**src/rtl/wb_pkg.sv**
```systemverilog
// Shared types for the register-file writeback arbiter: source encoding and default widths.
package wb_pkg;

  localparam int AW_DEF = 4;
  localparam int DW_DEF = 8;

  // Encoding doubles as the mux2CR value driven to the register file.
  typedef enum logic {
    SRC_ALU = 1'b0,
    SRC_LD  = 1'b1
  } src_e;

  function automatic src_e other_src(input src_e s);
    return (s == SRC_ALU) ? SRC_LD : SRC_ALU;
  endfunction

endpackage

```
**src/rtl/wb_fifo.sv**
```systemverilog
// Small registered FIFO holding {addr, data} writeback entries for one source.
module wb_fifo #(
  parameter  int DEPTH = 2,
  parameter  int W     = 12,
  localparam int PW    = $clog2(DEPTH),
  localparam int CW    = $clog2(DEPTH + 1)
) (
  input  logic          clk,
  input  logic          rst,
  input  logic          flush,
  input  logic          push,
  input  logic [W-1:0]  din,
  input  logic          pop,
  output logic [W-1:0]  dout,
  output logic          full,
  output logic          empty,
  output logic [CW-1:0] count
);

  logic [W-1:0]  mem_q [DEPTH];
  logic [W-1:0]  mem_d [DEPTH];
  logic [PW-1:0] wr_ptr_q, wr_ptr_d;
  logic [PW-1:0] rd_ptr_q, rd_ptr_d;
  logic [CW-1:0] count_q, count_d;
  logic          push_ok, pop_ok;

  assign full    = (count_q == CW'(DEPTH));
  assign empty   = (count_q == '0);
  assign count   = count_q;
  assign dout    = mem_q[rd_ptr_q];
  // A full FIFO refuses a push even when it is popped in the same cycle.
  assign push_ok = push && !full;
  assign pop_ok  = pop && !empty;

  always_comb begin
    mem_d    = mem_q;
    wr_ptr_d = wr_ptr_q;
    rd_ptr_d = rd_ptr_q;
    count_d  = count_q;
    if (push_ok) begin
      mem_d[wr_ptr_q] = din;
      wr_ptr_d        = wr_ptr_q + 1'b1;
    end
    if (pop_ok)
      rd_ptr_d = rd_ptr_q + 1'b1;
    unique case ({push_ok, pop_ok})
      2'b10:   count_d = count_q + 1'b1;
      2'b01:   count_d = count_q - 1'b1;
      default: count_d = count_q;
    endcase
  end

  always_ff @(posedge clk) begin
    if (!rst || flush) begin
      wr_ptr_q <= '0;
      rd_ptr_q <= '0;
      count_q  <= '0;
    end else begin
      wr_ptr_q <= wr_ptr_d;
      rd_ptr_q <= rd_ptr_d;
      count_q  <= count_d;
      mem_q    <= mem_d;
    end
  end

endmodule

```
**src/rtl/regfile_wb_arbiter.sv**
```systemverilog
// Round-robin arbiter sharing the ID register-file write port between the ALU and load
// writeback paths, each buffered by its own FIFO.
module regfile_wb_arbiter
  import wb_pkg::*;
#(
  parameter  int DEPTH = 2,
  parameter  int AW    = AW_DEF,
  parameter  int DW    = DW_DEF,
  localparam int CW    = $clog2(DEPTH + 1),
  localparam int PNW   = $clog2(2 * DEPTH + 1)
) (
  input  logic           clk,
  input  logic           rst,
  input  logic           flush,
  input  logic           alu_vld,
  output logic           alu_rdy,
  input  logic [AW-1:0]  alu_addr,
  input  logic [DW-1:0]  alu_data,
  input  logic           ld_vld,
  output logic           ld_rdy,
  input  logic [AW-1:0]  ld_addr,
  input  logic [DW-1:0]  ld_data,
  output logic           RegCR,
  output logic [AW-1:0]  regaddrc,
  output logic           mux2CR,
  output logic [DW-1:0]  wb_in,
  output logic [DW-1:0]  wb_aord,
  output logic [PNW-1:0] pending
);

  localparam int W = AW + DW;

  logic [W-1:0]  alu_head, ld_head;
  logic          alu_full, alu_empty, ld_full, ld_empty;
  logic [CW-1:0] alu_cnt, ld_cnt;
  logic          alu_push, ld_push, alu_pop, ld_pop;

  logic          gnt_vld;
  src_e          gnt_src;

  src_e          last_q, last_d;
  logic          regcr_q, regcr_d;
  logic [AW-1:0] regaddrc_q, regaddrc_d;
  logic          mux2cr_q, mux2cr_d;
  logic [DW-1:0] wb_in_q, wb_in_d;
  logic [DW-1:0] wb_aord_q, wb_aord_d;

  assign alu_rdy  = !alu_full;
  assign ld_rdy   = !ld_full;
  assign alu_push = alu_vld && alu_rdy && !flush;
  assign ld_push  = ld_vld && ld_rdy && !flush;
  assign alu_pop  = gnt_vld && (gnt_src == SRC_ALU) && !flush;
  assign ld_pop   = gnt_vld && (gnt_src == SRC_LD) && !flush;

  wb_fifo #(.DEPTH(DEPTH), .W(W)) u_alu_fifo (
    .clk   (clk),
    .rst   (rst),
    .flush (flush),
    .push  (alu_push),
    .din   ({alu_addr, alu_data}),
    .pop   (alu_pop),
    .dout  (alu_head),
    .full  (alu_full),
    .empty (alu_empty),
    .count (alu_cnt)
  );

  wb_fifo #(.DEPTH(DEPTH), .W(W)) u_ld_fifo (
    .clk   (clk),
    .rst   (rst),
    .flush (flush),
    .push  (ld_push),
    .din   ({ld_addr, ld_data}),
    .pop   (ld_pop),
    .dout  (ld_head),
    .full  (ld_full),
    .empty (ld_empty),
    .count (ld_cnt)
  );

  always_comb begin
    gnt_vld = 1'b0;
    gnt_src = last_q;
    if (!alu_empty && !ld_empty) begin
      gnt_vld = 1'b1;
      gnt_src = other_src(last_q);
    end else if (!alu_empty) begin
      gnt_vld = 1'b1;
      gnt_src = SRC_ALU;
    end else if (!ld_empty) begin
      gnt_vld = 1'b1;
      gnt_src = SRC_LD;
    end
  end

  // Flush drops the write enable and pointer but leaves the data/address buses alone.
  always_comb begin
    last_d     = last_q;
    regcr_d    = 1'b0;
    regaddrc_d = regaddrc_q;
    mux2cr_d   = mux2cr_q;
    wb_in_d    = wb_in_q;
    wb_aord_d  = wb_aord_q;
    if (flush) begin
      last_d = SRC_LD;
    end else if (gnt_vld) begin
      last_d   = gnt_src;
      regcr_d  = 1'b1;
      mux2cr_d = logic'(gnt_src);
      if (gnt_src == SRC_ALU) begin
        regaddrc_d = alu_head[W-1:DW];
        wb_in_d    = alu_head[DW-1:0];
      end else begin
        regaddrc_d = ld_head[W-1:DW];
        wb_aord_d  = ld_head[DW-1:0];
      end
    end
  end

  always_ff @(posedge clk) begin
    if (!rst) begin
      last_q     <= SRC_LD;
      regcr_q    <= 1'b0;
      regaddrc_q <= '0;
      mux2cr_q   <= 1'b0;
      wb_in_q    <= '0;
      wb_aord_q  <= '0;
    end else begin
      last_q     <= last_d;
      regcr_q    <= regcr_d;
      regaddrc_q <= regaddrc_d;
      mux2cr_q   <= mux2cr_d;
      wb_in_q    <= wb_in_d;
      wb_aord_q  <= wb_aord_d;
    end
  end

  assign RegCR    = regcr_q;
  assign regaddrc = regaddrc_q;
  assign mux2CR   = mux2cr_q;
  assign wb_in    = wb_in_q;
  assign wb_aord  = wb_aord_q;
  assign pending  = PNW'(alu_cnt) + PNW'(ld_cnt);

endmodule

```
**config.mk**
```make
export PLATFORM = sky130hd
export DESIGN_NAME = regfile_wb_arbiter
export DESIGN_NICKNAME = d
export VERILOG_FILES = /design/src/rtl/wb_pkg.sv /design/src/rtl/wb_fifo.sv /design/src/rtl/regfile_wb_arbiter.sv
export SDC_FILE = /design/constraint.sdc
export NUM_CORES = 1
export LEC_CHECK = 0
export ABC_AREA = 1
export CELL_PAD_IN_SITES_DETAIL_PLACEMENT = 1
export CELL_PAD_IN_SITES_GLOBAL_PLACEMENT = 1
export CORE_MARGIN = 2
export CORE_UTILIZATION = 32
export CTS_BUF_LIST = sky130_fd_sc_hd__clkbuf_8 sky130_fd_sc_hd__clkbuf_16
export CTS_CLUSTER_DIAMETER = 50
export DETAILED_ROUTE_END_ITERATION = 10
export PLACE_DENSITY_LB_ADDON = 0.08
export SYNTH_ARGS = -nofsm -noshare
export SYNTH_HDL_FRONTEND = slang
export SYNTH_HIERARCHICAL = 1
export SYNTH_SLANG_ARGS = --single-unit
```
**constraint.sdc**
```tcl
create_clock -name clk -period 2.7 [get_ports clk]
set_input_delay 0.54 -clock clk [delete_from_list [all_inputs] [get_ports clk]]
set_output_delay 0.54 -clock clk [all_outputs]
set_load 0.02 [all_outputs]
```
==> results.md <==
- Final setup viols: 0
- Synth area leader: edfxtp_1
- Yosys reg bits: 79
- Max Slew Vio Count: 0
- Post-CTS setup buffers: 0
- Crit path depth: 5
- Met3 WL post-DR: 228 um
- Area of the multi-input gates: 0.001072 sq mm
- Die Ht: 105.6 um
- Wire per inst: 13.66 um
- P_int: 1.931 mW
- Layout Skew: 12.03 ps
- Sequential Power Share: 51.9%
- Fillers: 1156
- Detail Placement HPWL: 5.400 mm
- Reg-to-reg endpoint: u_ld_fifo/count[1]
- Critical path type: flip-flop to output port
- Total of max-cap violations: 0
- Mapped Nets: 361
- Storage cell area: 0.002066 sq mm
- Initial Util: 32.43%
- Reg-to-reg setup timing slack: 560 ps
- CP max-delay cell: clkdlybuf4s50_1
- Layout Area Growth over Synthesis: 29.62%
- Fraction of final layout cells sized beyond drive strength 1: 16.38%
- Initial antenna violation count: 0
- Global route overflow: 0
- ANT cells: 0
- Worst Path Required: 2160 ps
- Crit path max-delay family: buffers and inverters
- Vias in the first global route: 2571
- Yosys top cell area share: 43.64%
- CP arrival: 2030 ps
- Period minus WS final: 2575 ps
- Total I/O pin count: 56
- Leak: 1.694 nW
- Worst-Margin Slew: 321.7 ps
- Pin count of the biggest net entering global routing: 17
- Fmax: 388.4 MHz
- Top Layer Used: met4
- Worst r2r src: u_ld_fifo/count[1]
- Startpoint Class: flip-flop
- Longest Clk Path Bufs: 2
- Design area: 0.004282 sq mm
- Combined buffer and inverter count along the critical path: 3
- Final wirelength: 7.361 mm
- Sw Ratio: 23.64%
- Fin. Hold Viols: 0
- Crit path capture type: output port
- CTS buffer count: 9
- Clock share of power: 40.6%
- Maximum fanout along the worst path: 5
- Register area share after synthesis: 62.42%
- Metal-1 WL: 3.477 mm
- Core area: 0.01018 sq mm
- Routed vias: 2387
- First-pass GRT wire length: 12.43 mm
- Worst path max stage delay: 590 ps
- Placed cell areas: 0.004045 sq mm
- Vias per std cell: 4.429
- Clk slew on worst S/H paths: 90 ps
- NetSw: 597.8 uW
- Most used cell, CP: inv_1
- Largest cells by area after synthesis: edfxtp_1 44%, dfxtp_1 19%, nand2_1 11%
- Most common cell after layout, fill and taps aside: nand2_1
- Setup TNS: 0 ps
- Met2 wire length: 3.588 mm
- Clock latency on the worst-skew pair: 350 ps
- Post-synthesis cell type count: 28
- CP Capture Point: pending[1]
- Post-Syn Area: 0.003303 sq mm
- H-tree levels: 3
- Clock root buffer: clkbuf_8
- Relative slew slack: 78.53%
- Die X: 105.6 um
- Most frequent cells in the layout: 100 x nand2_1, 55 x clkdlybuf4s50_1, 48 x edfxtp_1, 38 x nor2_1, 28 x dfxtp_1
- Nets: 431
- Worst hold path type: flip-flop to flip-flop
- Gate power share: 7.5%
- CP cell instances: ha_1 > inv_1 > fa_1 > inv_1 > clkdlybuf4s50_1
- Drt initial violations: 60
- CTS tree: done
- Warning count from the yosys run: 6
- # DRC: 0
- Final worst-path cycle share: 95.36%
- Outcome: finished, final reports clean
- Antenna-violating nets left: 0
- CP startpoint: u_alu_fifo/count[0]
- Pwr/cell area: 590.5 mW/mm^2
- RSZ-0062 raised after global routing: no
- Hold buffers post-CTS: 0
- Post-Syn Instances: 328
- Row count: 37
- R2R depth: 14
- First-pass iteration count of the detailed router: 4
- # port buffers: 55
- Max VDD drop: 377.9 uV
- Die Area: 0.01115 sq mm
- Tot GR Track Use: 14.42%
- Post-Syn Area per Cell: 10.07 sq um
- RePlAce Congestion: 0.7388
- CTS sink cnt: 79
what timing repair did:
item,in CTS,in global routing
endpoints found under the setup margin,0,1
gates resized for setup,0,3
hold endpoints to repair,0,0
registers in the layout, summed over array words and instances (netlist names), 2 cells and up:
name              cells
wb_aord               8
regaddrc              4
u_ld_fifo/mem_q      24
u_alu_fifo/mem_q     24
u_ld_fifo/count       2
u_alu_fifo/count      2
wb_in                 8
area by class of cell:
cell class | count | area share (%)
timing repair buffer | 65 | 14.61
multi-input combinational | 215 | 25.04
clock buffer | 9 | 2.893
sequential | 79 | 48.25
inverter | 28 | 2.688
tap | 136 | 3.974
clock inverter | 7 | 2.542
Yosys cell counts (all sizes together):
cell,count
edfxtp,48
nand3,12
ha,3
nand2,109
nor3,10
nand4,3
nor2,48
dfxtp,31
buf,6
inv,28
a21oi,7
o21ai,22
fa,1
worst register-to-register path, delay by kind of cell, from the launching register on:
kind / cells / cell delay (ps)
simple gates: 9 / 1100
flops: 1 / 380
fa+ha+maj: 1 / 310
buf+inv: 4 / 300
metrics by stage:
stage / instances / power [mW] / hold WS (ps) / util, % / setup WS, ps
4_1_cts: 539 / 2.569 / 491.6 / 42.00 / 17.78
5_1_grt: 539 / 2.639 / 517.8 / 42.04 / 0.06151
3_3_place_gp: 523 / 1.530 / 471.2 / 39.72 / 268.9
2_1_floorplan: 328 / 1.432 / 461.5 / - / 706.2
3_5_place_dp: 523 / 1.532 / 469.6 / 39.72 / 228.3
6_report: 539 / 2.528 / 483.8 / 42.04 / 125.2
logic make-up after synthesis:
family / count (synthesis) / share of synthesized area [%]
fa+ha+maj: 4 / 1.743
flops: 79 / 62.42
compound gates: 29 / 5.075
simple gates: 182 / 25.64
buf+inv: 34 / 5.113
per-layer routing:
layer	vias up	GRT usage, %
li1	1223	-
met4	0	4.229
met5	-	0
met2	40	23.78
met1	1119	18.58
met3	5	3.896
worst min-delay path by stage:
stage,start,to,cells past startpoint
2_1_floorplan,u_alu_fifo/wr_ptr_q,u_alu_fifo/wr_ptr_q,1
3_3_place_gp,u_ld_fifo/wr_ptr_q,u_ld_fifo/wr_ptr_q,1
3_5_place_dp,wb_aord[7],wb_aord[7],2
4_1_cts,wb_aord[7],wb_aord[7],2
5_1_grt,mux2CR,mux2CR,2
6_report,wb_aord[7],wb_aord[7],2
power groups by stage:
stage	combinational, mW	sequential (mW)	clock [mW]
after floorplan	0.0810	1.35	0
after global placement	0.190	1.34	0
after detailed placement	0.192	1.34	0
after CTS	0.193	1.31	1.06
after global routing	0.210	1.32	1.11
final	0.189	1.31	1.03
No activity file was read; power rests on OpenSTA's default activity.
